==> src/rtl/demux_gen_buf.sv <==
// -----------------------------------------------------------------------------
// demux_gen_buf
//
// Valid/ready stream demultiplexer. Each accepted input word is routed to the
// output channel named by in_sel and parked in that channel's one-entry
// register slot until its consumer takes it. Selects that name no existing
// channel are accepted, dropped, and counted in a saturating counter.
//
// Ports:
//   clk         rising-edge clock
//   rst_n       asynchronous active-low reset
//   in_valid    producer has a word
//   in_ready    block accepts this cycle (combinational from out_ready)
//   in_data     word to route
//   in_sel      destination channel index
//   out_valid   bit i: channel i slot holds a word
//   out_ready   bit i: consumer i takes the word
//   out_data    concatenated slots, channel i at [i*DATA_WIDTH +: DATA_WIDTH]
//   drop_pulse  one-cycle pulse after an out-of-range word was dropped
//   drop_count  saturating count of dropped words
// -----------------------------------------------------------------------------
module demux_gen_buf #(
    parameter int NUM_OUTPUTS = 2,
    parameter int DATA_WIDTH  = 32,
    parameter int CNT_WIDTH   = 8,
    localparam int SEL_W      = $clog2(NUM_OUTPUTS)
) (
    input  logic                              clk,
    input  logic                              rst_n,
    input  logic                              in_valid,
    output logic                              in_ready,
    input  logic [DATA_WIDTH-1:0]             in_data,
    input  logic [SEL_W-1:0]                  in_sel,
    output logic [NUM_OUTPUTS-1:0]            out_valid,
    input  logic [NUM_OUTPUTS-1:0]            out_ready,
    output logic [DATA_WIDTH*NUM_OUTPUTS-1:0] out_data,
    output logic                              drop_pulse,
    output logic [CNT_WIDTH-1:0]              drop_count
);

    logic [NUM_OUTPUTS-1:0]            v_q, v_d;
    logic [DATA_WIDTH*NUM_OUTPUTS-1:0] d_q, d_d;
    logic                              drop_pulse_q, drop_pulse_d;
    logic [CNT_WIDTH-1:0]              drop_count_q, drop_count_d;

    logic sel_hit;
    logic xfer;

    function automatic logic [CNT_WIDTH-1:0] sat_inc(input logic [CNT_WIDTH-1:0] cnt);
        if (&cnt) begin
            return cnt;
        end
        return cnt + 1'b1;
    endfunction

    // Ready decode: in_ready defaults high so that an in_sel matching no
    // channel (only possible for non power-of-two NUM_OUTPUTS) is always
    // accepted. Matching by equality avoids indexing past the channel range.
    always_comb begin
        in_ready = 1'b1;
        sel_hit  = 1'b0;
        for (int i = 0; i < NUM_OUTPUTS; i++) begin
            if (in_sel == SEL_W'(i)) begin
                sel_hit  = 1'b1;
                in_ready = ~v_q[i] | out_ready[i];
            end
        end
    end

    assign xfer = in_valid & in_ready;

    // Slot update: a load wins over a same-cycle pop so the slot stays full
    // with the new word; pops on other channels proceed independently.
    always_comb begin
        v_d = v_q;
        d_d = d_q;
        for (int i = 0; i < NUM_OUTPUTS; i++) begin
            if (xfer && sel_hit && (in_sel == SEL_W'(i))) begin
                v_d[i]                          = 1'b1;
                d_d[i*DATA_WIDTH +: DATA_WIDTH] = in_data;
            end else if (v_q[i] && out_ready[i]) begin
                v_d[i] = 1'b0;
            end
        end
    end

    always_comb begin
        drop_pulse_d = xfer & ~sel_hit;
        drop_count_d = drop_count_q;
        if (drop_pulse_d) begin
            drop_count_d = sat_inc(drop_count_q);
        end
    end

    always_ff @(posedge clk or negedge rst_n) begin
        if (!rst_n) begin
            v_q          <= '0;
            d_q          <= '0;
            drop_pulse_q <= 1'b0;
            drop_count_q <= '0;
        end else begin
            v_q          <= v_d;
            d_q          <= d_d;
            drop_pulse_q <= drop_pulse_d;
            drop_count_q <= drop_count_d;
        end
    end

    assign out_valid  = v_q;
    assign out_data   = d_q;
    assign drop_pulse = drop_pulse_q;
    assign drop_count = drop_count_q;

endmodule

==> config.mk <==
export PLATFORM = sky130hd
export DESIGN_NAME = demux_gen_buf
export DESIGN_NICKNAME = d
export VERILOG_FILES = /design/src/rtl/demux_gen_buf.sv
export SDC_FILE = /design/constraint.sdc
export NUM_CORES = 1
export LEC_CHECK = 0
export CORE_ASPECT_RATIO = 1.2
export CORE_UTILIZATION = 41
export CTS_BUF_LIST = sky130_fd_sc_hd__clkbuf_2 sky130_fd_sc_hd__clkbuf_4 sky130_fd_sc_hd__clkbuf_8
export DETAILED_ROUTE_END_ITERATION = 6
export PLACE_DENSITY = 0.84
export SYNTH_ARGS = -nofsm -noshare
export SYNTH_HDL_FRONTEND = slang
export SYNTH_SLANG_ARGS = --single-unit
==> constraint.sdc <==
create_clock -name clk -period 1.65 [get_ports clk]
set_input_delay 0.33 -clock clk [delete_from_list [all_inputs] [get_ports clk]]
set_output_delay 0.33 -clock clk [all_outputs]
set_load 0.005 [all_outputs]
# After elaboration in Yosys (flattened, before gate mapping)
# Cells that the tools add are included.
dict set report classes {
  n_bitwise 6
  n_reduce_logical 6
  muxes 5
}
# op n
set op_table {}
lappend op_table {{$mux W1} 5}
lappend op_table {{$logic_and A1 B1 Y1} 4}
lappend op_table {{$reduce_bool A2 Y1} 2}
lappend op_table {{$not A1 Y1} 3}
lappend op_table {{$or A1 B1 Y1} 2}
lappend op_table {{$and A1 B1 Y1} 1}
dict set report totals {
  output_inout_bits 76
  reg_bits 66
  in_bits 38
}

# Logic depth before layout (Yosys ltp)
# Gate-level depths: netlist (run 1).
dict set report logic_depth {
  depth_word 6
  depth_mapped 4
  depth_no_buf 3
}

# Least setup slack after synthesis (run 1)
# Ideal clock, no wire load.
dict set report synth_path {
  path_kind {reg2reg}
  start {reg v_q[0] (netlist: out_valid[0])}
  end {reg d_q[0] (netlist: out_data[0])}
  path_buffers 1
  setup_ps 125
  t_arrival_ps 1259
  path_stages_with_launch 5
  setup_slack_ps 266
  cell_sequence {dfrtp_1 > nand2b_2 > nor3b_4 > buf_6 > mux2_2}
}
dict set report synth_between {
  elab_chain_len 5
}
# item line_no
set synth_lines {}
lappend synth_lines {{from (decl)} 41} ;# logic [NUM_OUTPUTS-1:0] v_q, v_d;
lappend synth_lines {{from (signal assigned)} 102} ;# v_q <= v_d;
lappend synth_lines {{$not A1 Y1} 65} ;# in_ready = ~v_q[i] | out_ready[i];
lappend synth_lines {{$or A1 B1 Y1} 65}
lappend synth_lines {{$mux W1} 63} ;# if (in_sel == SEL_W'(i)) begin
lappend synth_lines {{$and A1 B1 Y1} 70} ;# assign xfer = in_valid & in_ready;
lappend synth_lines {{$logic_and A1 B1 Y1} 78} ;# if (xfer && sel_hit && (in_sel == SEL_W'(i))) begin
lappend synth_lines {{to (signal assigned)} 98} ;# d_q <= '0;
lappend synth_lines {{to (signal assigned)} 103} ;# d_q <= d_d;
lappend synth_lines {{to (decl)} 42} ;# logic [DATA_WIDTH*NUM_OUTPUTS-1:0] d_q, d_d;
# Every way passes these cells.
# A chain may end at the register's enable or synchronous reset.

# Worst setup path in the final report (run 1)
dict set report layout_path {
  start {in out_ready[1]}
  end {reg d_q[35] (netlist: out_data[35])}
}
dict set report layout_between {
  elab_chain_len 4
}
# item line_no
set layout_lines {}
lappend layout_lines {{from (decl)} 35} ;# input logic [NUM_OUTPUTS-1:0] out_ready,
lappend layout_lines {{$or A1 B1 Y1} 65}
lappend layout_lines {{$mux W1} 63}
lappend layout_lines {{$and A1 B1 Y1} 70}
lappend layout_lines {{$logic_and A1 B1 Y1} 78}
# Every way passes these cells.

==> results of run 1 <==
[how the worst max path moves through the flow]
stage	from	endpoint	slack, ns	depth (start not counted)
global placement	out_ready[1]	in_ready	-0.29	4
CTS	out_ready[1]	in_ready	0.01	4
floorplan	out_valid[0]	out_data[0]	0.27	4
detailed placement	in_sel	in_ready	-0.31	4
finish	out_ready[1]	out_data[35]	0.04	6
global route	out_ready[1]	out_data[46]	0.002	6
[cell families after synthesis]
| kind of cell | count (synthesis) |
|---|---|
| DFF | 66 |
| muxes | 64 |
| buffers and inverters | 16 |
| and+or+nand+nor | 7 |
| AOI/OAI and AO/OA | 2 |
| other | 1 |
[synth_stat cells]
cell type and n:
o21ai_0 1, a21oi_1 1, mux2_2 62, nor3b_4 1
conb_1 1, nor2_4 1, clkbuf_8 2, or2b_1 1
nor2_1 1, buf_4 9, mux2_1 2, buf_6 4
inv_1 1, dfrtp_1 66, nand2_1 1, nand2b_2 1
and2b_1 1
[final cells by class]
class / instances / share of cell area
multi-input combinational: 82 / 0.211
clock buffer: 14 / 0.0445
inverter: 1 / 0.000960
timing repair buffer: 109 / 0.286
tap: 82 / 0.0262
clock inverter: 2 / 0.00896
sequential: 66 / 0.422
[state kept, by name (all words and copies together), names as in the netlist]
register and flops:
out_valid 2, out_data 64
[timing repair]
item | in CTS | in global routing
endpoints found under the setup margin | 1 | 1
endpoints found under the hold margin | 0 | 0
resized for setup | 4 | 1
pin swaps | 1 | 0
[metal layers]
layer / up-vias / part of all wire / track usage
li1: 755 / - / -
met1: 824 / 0.40 / 0.190
met2: 69 / 0.51 / 0.271
met3: 10 / 0.077 / 0.0564
met4: 0 / 0.018 / 0.0926
met5: - / 0 / 0
[metrics by stage]
step	setup WS, ns	hold WS, ns	std cells	total power, W
finish	0.0370	0.00115	356	0.00457
global route	0.00186	0.0222	356	0.00482
CTS	0.00976	0.00518	356	0.00464
detailed placement	-0.305	0.371	340	0.00324
global placement	-0.292	0.371	340	0.00320
floorplan	0.266	0.0344	164	0.00245
[layout by cell type, fill, tap and decap left out, drive strengths merged]
cell type,netlist,routed
or2b,1,1
clkinv,0,1
and2b,1,1
nand2,1,1
nand2b,1,1
dfrtp,66,66
dlygate4sd2,0,1
o21ai,1,1
mux2,64,64
a21oi,1,1
bufinv,0,1
buf,13,7
nor3b,1,1
clkbuf,2,14
conb,1,9
clkdlybuf4s50,0,101
nor2,2,2
inv,1,1
[worst max-delay path, delay by kind of cell]
kind,cells,cell delay (ns)
buffers and inverters,3,0.78
and+or+nand+nor,2,0.35
muxes,1,0.35
[report_power, final]
part / internal (W) / leakage (nW) / switching [W]
combinational: 0.000810 / 0.751 / 0.000322
clock: 0.000830 / 0.111 / 0.000554
sequential: 0.00191 / 0.777 / 0.000148
==> flow_metrics.tcl, run 1 <==
set metrics [dict create \
    synth-simple-area-share 0.0237 \
    drc 0 \
    maxCapViolCount 0 \
    power_density_nw_per_um2 1170 \
    ir_drop_v 0.000731 \
    avgSynthCellArea_um2 16.6 \
    clock-skew-final_ns 0.00797 \
    outcome "finished, final reports clean" \
    final-max-slew-violation-count 0 \
    seqCellArea_um2 1650 \
    worstPathCellList "clkdlybuf4s50_1 > and2b_1 > buf_4 > nor2_4 > buf_12 > mux2_2" \
    place_hpwl_um 3580 \
    max_stage_delay_ns 0.46 \
    portBuffers 104 \
    root_buffer "clkbuf_8" \
    cts_made_buffers 9 \
    finalHoldViolations 0 \
    clock_latency_ns 0.33 \
    finish.utilization 0.646 \
    die_h_um 89.1 \
    wirelength_um 5130 \
    dr_total_vias 1658 \
    synth_compound_area_frac 0.00386 \
    synth_top_area_cell "dfrtp_1" \
    fmax_ghz 0.620 \
    period_needed_ns 1.61 \
    regToRegStartpoint "out_valid[1]" \
    num_rows 31 \
    core_um2 6050 \
    drive_above_1_share 0.321 \
    cts_setup_buffers 0 \
    die_w_um 74.6 \
    areaGrowthSynthToFinish_pct 50.9 \
    cts_hold_buf 0 \
    setup_viol 0 \
    cts_tree "built" \
    gp_congestion 0.639 \
    diodes 0 \
    muxShareOfSynthArea 0.278 \
    criticalPathCategory "in2reg" \
    pin_count 114 \
    grt_max_degree 67 \
    setup_tns_ns 0 \
    initial_core_util 0.428 \
    place_area_um2 3710 \
    synth_cells 156 \
    grt_pass1_wl_um 8000 \
    cts_htree_levels 3 \
    cts.path.max_buffers 2 \
    ant_nets 0 \
    grt_pass1_vias 1701 \
    worstPathRequired_ns 1.86 \
    arrival_ns 1.82 \
    wl_per_cell_um 14.4 \
    synth_fa_ha_area_frac 0 \
    design_area_um2 3910 \
    reg2regPathDepth 5 \
    ys_warn_count 0 \
    crit_path_max_fanout 18 \
    antenna_found_initial 0 \
    min_path_type "in2async" \
    mappedNetlistArea_um2 2590 \
    p_leak_nw 1.64 \
    drt_pass1_iterations 4 \
    crit_path_start_kind "input port" \
    ys_ff_latch 66 \
    slowest_stage "clkdlybuf4s50_1" \
    grt.overflow.total 0 \
    critPathCaptureType "register" \
    fin_crit_sh 0.978 \
    reg2reg_to "out_data[35]" \
    synth_top_family_by_area "multiplexers" \
    path_clk_slew_ns 0.07 \
    n_fill_cell 471 \
    ys_types 17 \
    dieArea_um2 6640 \
    synth_top_area_share 0.637 \
    synth_area_leaders "dfrtp_1 64%, mux2_2 27%, buf_4 2.6%, buf_6 1.7%, clkbuf_8 1.1%" \
    rsz0062_at_grt "no" \
    yosysSeqAreaShare 0.637 \
    nets 307 \
    synth_xor_xnor_area_share 0 \
    multi_input_area_um2 826 \
    drt-initial-drc-count 50 \
    cts_sinks 66 \
    vias_per_cell 4.66 \
    ff2ff_setup_slack_ns 0.13 \
    grt_use_total 0.166 \
]
Note: power is estimated with default switching activity, not from simulation.
==> run 2: changes to the inputs <==
CTS_BUF_LIST = sky130_fd_sc_hd__clkbuf_16   (was sky130_fd_sc_hd__clkbuf_2 sky130_fd_sc_hd__clkbuf_4 sky130_fd_sc_hd__clkbuf_8)
==> run 2 against run 1 <==
  * Maximum frequency rose by 0.95%
  * Die area did not move
  * Largest power group unchanged
  * Global-route usage barely moved
==> flow_metrics.tcl, run 2 (same netlist as run 1, synthesis figures left out) <==
set metrics [dict create \
    dr_total_vias 1689 \
    design_area_um2 4050 \
    initial_core_util 0.428 \
    cts_hold_buf 0 \
    die_w_um 74.6 \
    fmax_ghz 0.626 \
    max_stage_delay_ns 0.38 \
    cts_sinks 66 \
    place_area_um2 3710 \
    finalHoldViolations 0 \
    crit_path_start_kind "register" \
    min_path_type "in2async" \
    ant_nets 0 \
    portBuffers 104 \
    grt_use_total 0.165 \
    final-max-slew-violation-count 0 \
    p_leak_nw 1.72 \
    crit_path_max_fanout 9 \
    wl_per_cell_um 14.8 \
    num_rows 31 \
    drt-initial-drc-count 58 \
    diodes 0 \
    criticalPathCategory "reg2reg" \
    cts.path.max_buffers 2 \
    mostFrequentLayoutCells "100 x clkdlybuf4s50_1, 66 x dfrtp_1, 61 x mux2_2" \
    largest_register_ffs 64 \
    clock-skew-final_ns 0.00586 \
    antenna_found_initial 0 \
    worstPathCellList "and2b_1 > buf_6 > nor2_4 > clkbuf_16 > mux2_2" \
    ir_drop_v 0.000765 \
    place_hpwl_um 3580 \
    dp_cells 340 \
    n_fill_cell 456 \
    dieArea_um2 6640 \
    root_buffer "clkbuf_16" \
    grt_pass1_vias 1714 \
    rsz0062_at_grt "no" \
    hold_ws_ns 0.0179 \
    layout_commonest_cell "clkdlybuf4s50_1" \
    worstPathRequired_ns 1.85 \
    cts_htree_levels 3 \
    vias_per_cell 4.70 \
    gp_congestion 0.639 \
    worst-path-buf-inv 2 \
    wirelength_um 5310 \
    pin_count 114 \
    grt.overflow.total 0 \
    slowest_stage "dfrtp_1" \
    cts_tree "built" \
    fin_crit_sh 0.968 \
    period_needed_ns 1.60 \
    clock_latency_ns 0.32 \
    arrival_ns 1.80 \
    core_um2 6050 \
    maxCapViolCount 0 \
    grt_pass1_wl_um 8000 \
    nets 310 \
    setup_tns_ns 0 \
    critPathCaptureType "register" \
    die_h_um 89.1 \
    drc 0 \
    crit_family "simple AND/OR/NAND/NOR gates" \
    outcome "finished, final reports clean" \
    areaGrowthSynthToFinish_pct 56.2 \
    setup_viol 0 \
    path_clk_slew_ns 0.05 \
    cts_made_buffers 9 \
    drive_above_1_share 0.310 \
    drt_pass1_iterations 4 \
    grt_max_degree 67 \
    fin_cells 359 \
    power_density_nw_per_um2 1230 \
]
-- run 2: worst paths after layout --
check,cells past startpoint,to,slack [ns],startpoint
max,5,out_data[42],0.05,out_valid[1]
min,2,out_data[50],0.02,rst_n
max reg2reg,5,out_data[42],0.05,out_valid[1]
min reg2reg,1,out_data[38],0.49,out_data[38]
max in group asynchronous,2,out_data[45],1.36,rst_n
min in group clk,1,out_data[38],0.49,out_data[38]
-- run 2: worst register-to-register path: cells and delay by family (launching register included) --
family / cells / cell delay (ns)
muxes: 1 / 0.33
and+or+nand+nor: 2 / 0.42
DFF: 1 / 0.38
buffers and inverters: 2 / 0.34
-- run 2: what timing repair did --
action,CTS,global route
gates resized for setup,4,4
pin swaps,1,0
cloned,0,2
setup buffers,0,1
setup endpoints to repair,1,17
-- run 2: layer usage --
| metal | track usage | part of all wire | vias up | routed length [µm] |
|---|---|---|---|---|
| met5 | 0 | 0 | - | 0 |
| met4 | 0.0823 | 0.015 | 0 | 82 |
| met3 | 0.0530 | 0.076 | 9 | 401 |
| met2 | 0.278 | 0.53 | 68 | 2820 |
| met1 | 0.189 | 0.38 | 850 | 2000 |
| li1 | - | - | 762 | - |
-- run 2: final cells by class --
cell class,instances,area (µm²),area share
inverter,1,3.75,0.000927
timing repair buffer,112,1180,0.292
tap,82,103,0.0253
clock buffer,9,225,0.0556
sequential,66,1650,0.408
clock inverter,7,53.8,0.0133
multi-input combinational,82,830,0.205
-- run 2: stage by stage --
stage | total power (W) | worst slack, ns | utilization
2_1_floorplan | 0.00245 | 0.266 | -
3_3_place_gp | 0.00320 | -0.292 | 0.613
3_5_place_dp | 0.00324 | -0.305 | 0.613
4_1_cts | 0.00500 | 0.00976 | 0.659
5_1_grt | 0.00521 | 0.0153 | 0.669
6_report | 0.00497 | 0.0522 | 0.669
-- run 2: report_power, final --
part / total (W) / internal [W] / leakage [nW] / switching (W)
clock: 0.00175 / 0.00114 / 0.148 / 0.000617
combinational: 0.00115 / 0.000826 / 0.792 / 0.000328
sequential: 0.00206 / 0.00191 / 0.777 / 0.000148
==> run 3: changes to the inputs <==
CAP_MARGIN = 30   (was unset)
==> results of run 3 <==
No change in the layout: final DEF, timing and power equal those of run 2.
==> edit 1, RTL diff (settings of run 2) <==
`CNT_WIDTH`: 8 -> 10.
--- a/src/rtl/demux_gen_buf.sv
+++ b/src/rtl/demux_gen_buf.sv
@@ -24,3 +24,3 @@
     parameter int DATA_WIDTH  = 32,
-    parameter int CNT_WIDTH   = 8,
+    parameter int CNT_WIDTH   = 10,
     localparam int SEL_W      = $clog2(NUM_OUTPUTS)
Interface: changed (resized drop_count); port bits go from 114 to 116. No check against the original RTL was run, so the function may have changed too.
==> edit 1 against run 2 <==
  * Sequential cell count stayed put
  * Core utilization shrank 0.65 points
  * Highest routed layer unchanged
  * Design area down 0.34%
  * Synthesized area grew 0.58%
  * Worst setup slack got worse by 0.025 ns
  * Power fell by 2.6%
  * Largest power group unchanged
  * Critical path type unchanged
  * Wire length is 0.74% higher
  * Count of clock-buffer cells in the layout unchanged
==> edit 1: results (changes against run 2) <==
status: "finished clean"
n_all_buffers: 111  # -0.89%
wl_per_cell_um: 14.8  # +0.46%
clock_tree_area_fraction_pct: 6.48  # -0.41 points
vias_per_cell: 4.66  # -0.93%
synth_common_cells: "dfrtp_1 (66), mux2_2 (62), buf_4 (11), buf_6 (4)"
multi_input_area_share_pct: 20.8  # +0.35 points
switching_share_pct: 22.9  # +0.87 points
drive_gt1_share_pct: 32.4  # +1.3 points
muxShareOfSynthArea_pct: 27.7  # -0.16 points
path_max_fanout: 9  # unchanged
grt_max_degree: 67  # unchanged
synth.area.top_cells: "dfrtp_1 (63%), mux2_2 (27%), buf_4 (3.2%)"
syn_inst: 158  # +1.3%
fin_nets: 311  # +0.32%
place_area_um2: 3710  # +0.20%
first_iter_violations: 63  # +8.6%
dp.cells: 342  # +0.59%
grt_pass1_wl_um: 7930  # -0.86%
peakVddDrop_mv: 0.694  # -9.3%
clkLatencyLatePin_ns: 0.31
postSynthAreaPerCell_um2: 16.5  # -0.69%
totalWireLength_um: 5340  # +0.74%
seq-cell-share_pct: 40.9  # +0.14 points
nFillCells: 472  # +3.5%
cellLeakagePower_nw: 1.70  # -0.81%
skew_ns: 0.00380  # -0.00206 ns
dr.pass1.iters: 3  # -1
preCtsSetupSlack_ns: -0.302  # +0.00290 ns
grt_pass1_vias: 1713  # -0.058%
hpwl_um: 3550  # -0.95%
ys_seq_area_share_pct: 63.4  # -0.37 points
async_flop_share_pct: 100  # unchanged
nMultiInputCombCells: 84  # +2.4%
layout.nonclk_buf_share_pct: 29.1  # -0.086 points
synth_compound_area_share_pct: 0.384  # -0.0022 points
gp_congestion: 0.651  # +1.9%
nNonClkInverters: 1  # unchanged
grt_use_total_pct: 16.3  # -0.24 points
-- edit 1: final timing paths --
kind / startpoint / endpoint / slack, ns / depth (start not counted)
worst min-delay path: rst_n / out_data[27]$_DFFE_PN0P_ / 0.02 / 2
max in group asynchronous: rst_n / out_data[26]$_DFFE_PN0P_ / 1.34 / 2
worst min register to register: out_data[37]$_DFFE_PN0P_ / out_data[37]$_DFFE_PN0P_ / 0.48 / 1
worst max register to register: out_valid[1]$_DFFE_PN0P_ / out_data[32]$_DFFE_PN0P_ / 0.03 / 5
worst max-delay path: out_valid[1]$_DFFE_PN0P_ / out_data[32]$_DFFE_PN0P_ / 0.03 / 5
min in group clk: out_data[37]$_DFFE_PN0P_ / out_data[37]$_DFFE_PN0P_ / 0.48 / 1
-- edit 1: layer usage --
layer	GRT usage, %	vias to the layer above	share of wire (%)
met4	8.23	0	1.3
li1	-	762	-
met3	4.28	8	5.8
met5	0	-	0
met1	17.9	847	39
met2	28.7	61	54
-- edit 1: through the flow --
stage | power, mW | util, % | TNS, ns
2_1_floorplan | 2.46 | - | 0
3_5_place_dp | 3.24 | 61.0 | -15.84
6_report | 4.84 | 66.2 | 0
3_3_place_gp | 3.20 | 61.0 | -15.14
5_1_grt | 5.09 | 66.2 | -0.0589
4_1_cts | 4.89 | 65.3 | 0
-- edit 1: power by group through the flow --
| stage | registers, mW | logic, mW | clock network, mW |
|---|---|---|---|
| after floorplan | 2.10 | 0.354 | 0 |
| after global placement | 2.07 | 1.13 | 0 |
| after detailed placement | 2.09 | 1.15 | 0 |
| after CTS | 2.06 | 1.15 | 1.67 |
| after global routing | 2.10 | 1.25 | 1.73 |
| final | 2.06 | 1.15 | 1.62 |
==> edit 2, RTL diff (settings of run 2) <==
Made on the original files. Make the reset (`rst_n`) synchronous in one clocked block. Comments in the files are not updated.
--- a/src/rtl/demux_gen_buf.sv
+++ b/src/rtl/demux_gen_buf.sv
@@ -94,3 +94,3 @@
 
-    always_ff @(posedge clk or negedge rst_n) begin
+    always_ff @(posedge clk) begin
         if (!rst_n) begin
Function: differs if rst_n is asserted again (counterexample within 4 cycles, from zero or initial values and one cycle with rst_n low); with rst_n held inactive, the same outputs for 10 cycles.
==> edit 2 against run 2 <==
  * Maximum frequency rose by 2.0%
  * Wire length up 7.4%
  * Core utilization is 2.4 points lower
  * Worst setup slack improved by 0.031 ns
  * Sequential share of layout area shrank 7.6 points
  * Die area up 2.7%
  * Clock skew decreased by 0.0031 ns
  * Design area is 1.7% lower
  * Sequential cell count stayed put
  * Synthesized area grew 2.8%
Power is not compared: it rests on default switching activity, and its combinational part moved more than twofold at a synthesized area within 25%.
==> edit 2: results (changes against run 2) <==
rrSetupSlack_ns: 0.24  # +0.19 ns
p_clk_mw: 1.73
holdPathStages: 2
hold_viol: 0  # unchanged
synth_common_cells: "nand2_1 (97), dfxtp_1 (66), mux2i_1 (65), buf_4 (10)"
cts_made_buffers: 9  # unchanged
fin_hold_ws_ns: 0.451  # +0.433 ns
place_area_um2: 3710  # about the same
path_max_fanout: 21  # +12
diodes: 0  # unchanged
grt_overflow: 0  # unchanged
ys_types: 14  # -3
wl_per_cell_um: 12.6  # -15%
grt_pass1_wl_um: 9060  # +13%
tns_ns: 0  # unchanged
total_power_mw: 3.97
worstHoldEndpoint: "out_data[33]$_SDFFE_PN0P_"
p_seq_share_pct: 43.5
path_clk_slew_ns: 0.05  # about the same
clkLatencyLatePin_ns: 0.31
preCtsSetupSlack_ns: -0.344  # -0.0383 ns
grt_max_degree: 99  # +48%
reg2reg_from: "out_valid[0]$_SDFFE_PN0P_"
syn_inst: 262  # +68%
async_flop_share_pct: 0  # -100 points
dp.cells: 437  # +29%
cp_slowest_cell: "clkdlybuf4s50_1"
stdcell_count: 452  # +26%
dr.pass1.iters: 4  # unchanged
gp_congestion: 0.691  # +8.1%
dr_total_vias: 2032  # +20%
r2r-end: "out_data[24]$_SDFFE_PN0P_"
arrival_ns: 1.80  # about the same
hold_class: "reg -> reg"
max_stage_delay_ns: 0.51  # +0.13 ns
status: "finished clean"
nFillCells: 511  # +12%
portBuffers: 104  # unchanged
largest_register_ff_count: 64  # unchanged
min_from: "out_data[33]$_SDFFE_PN0P_"
clk_path_buf_depth: 2  # unchanged
crit_family: "buffers and inverters"
drive_gt1_share_pct: 6.76  # -24 points
ys_seq_area_share_pct: 49.6  # -14 points
hpwl_um: 4050  # +13%
antenna_found_initial: 0  # unchanged
final_core_utilization_pct: 64.5  # -2.4 points
ys_warn_count: 0  # unchanged
skew_ns: 0.00276  # -0.00310 ns
grt_use_total_pct: 17.5  # +0.98 points
fin_nets: 404  # +30%
ff2ff_path_depth: 5  # unchanged
synth.area.top_cells: "dfxtp_1 (50%), mux2i_1 (24%), nand2_1 (14%)"
cts_root_buf: "clkbuf_16"
peakVddDrop_mv: 0.643
htree_levels: 3  # unchanged
first_iter_violations: 62  # +6.9%
## edit 2: changes by cell type after synthesis, sizes merged, moves of 10 or more
cell and change:
buf +10, mux2 -64, mux2i +65, nand2 +96, dfrtp -66, dfxtp +66
## edit 2: worst max-delay path by stage
stage,startpoint,end,slack [ns],cells past startpoint
finish,out_ready[0],out_data[24]$_SDFFE_PN0P_,0.08,6
global route,out_ready[0],out_data[24]$_SDFFE_PN0P_,0.03,6
CTS,out_ready[1],in_ready,0.07,4
detailed placement,in_sel,in_ready,-0.34,3
global placement,in_sel,in_ready,-0.33,3
floorplan,out_valid[0]$_SDFFE_PN0P_,out_data[4]$_SDFFE_PN0P_,0.53,5
## edit 2: kinds of logic after synthesis
kind of cell           share of synthesized area, %
AOI/OAI and AO/OA                             0.564
buffers and inverters                          9.45
DFF                                            49.6
muxes                                          24.4
other                                         0.141
and+or+nand+nor                                15.8
## edit 2: worst register-to-register path, stage by stage (launching register included)
cell and delay (ns):
dfxtp_1 0.30, nor2b_4 0.12, buf_4 0.14, nor3b_4 0.28, buf_12 0.24, mux2i_1 0.25
## edit 2: area by class of cell
class	count	share of cell area [%]
Clock buffer	9	5.66
Timing Repair Buffer	112	29.0
Multi-Input combinational cell	177	28.3
Clock inverter	6	1.26
Tap cell	82	2.58
Sequential cell	66	33.2
## edit 2: per-layer routing
metal  track usage (%)  part of all wire, %  vias up  wire length, um
met5                 0                    0        -                0
met4              6.94                  1.0        0               58
met3              6.81                  7.4        7              422
met2              28.6                   49       71             2770
met1              20.0                   43      912             2450
li1                  -                    -     1042                -
## edit 2: repair_timing
item,4_1_cts,5_1_grt
hold buffers,0,0
resized for setup,5,0
buffers inserted,0,0
endpoints found under the setup margin,1,0
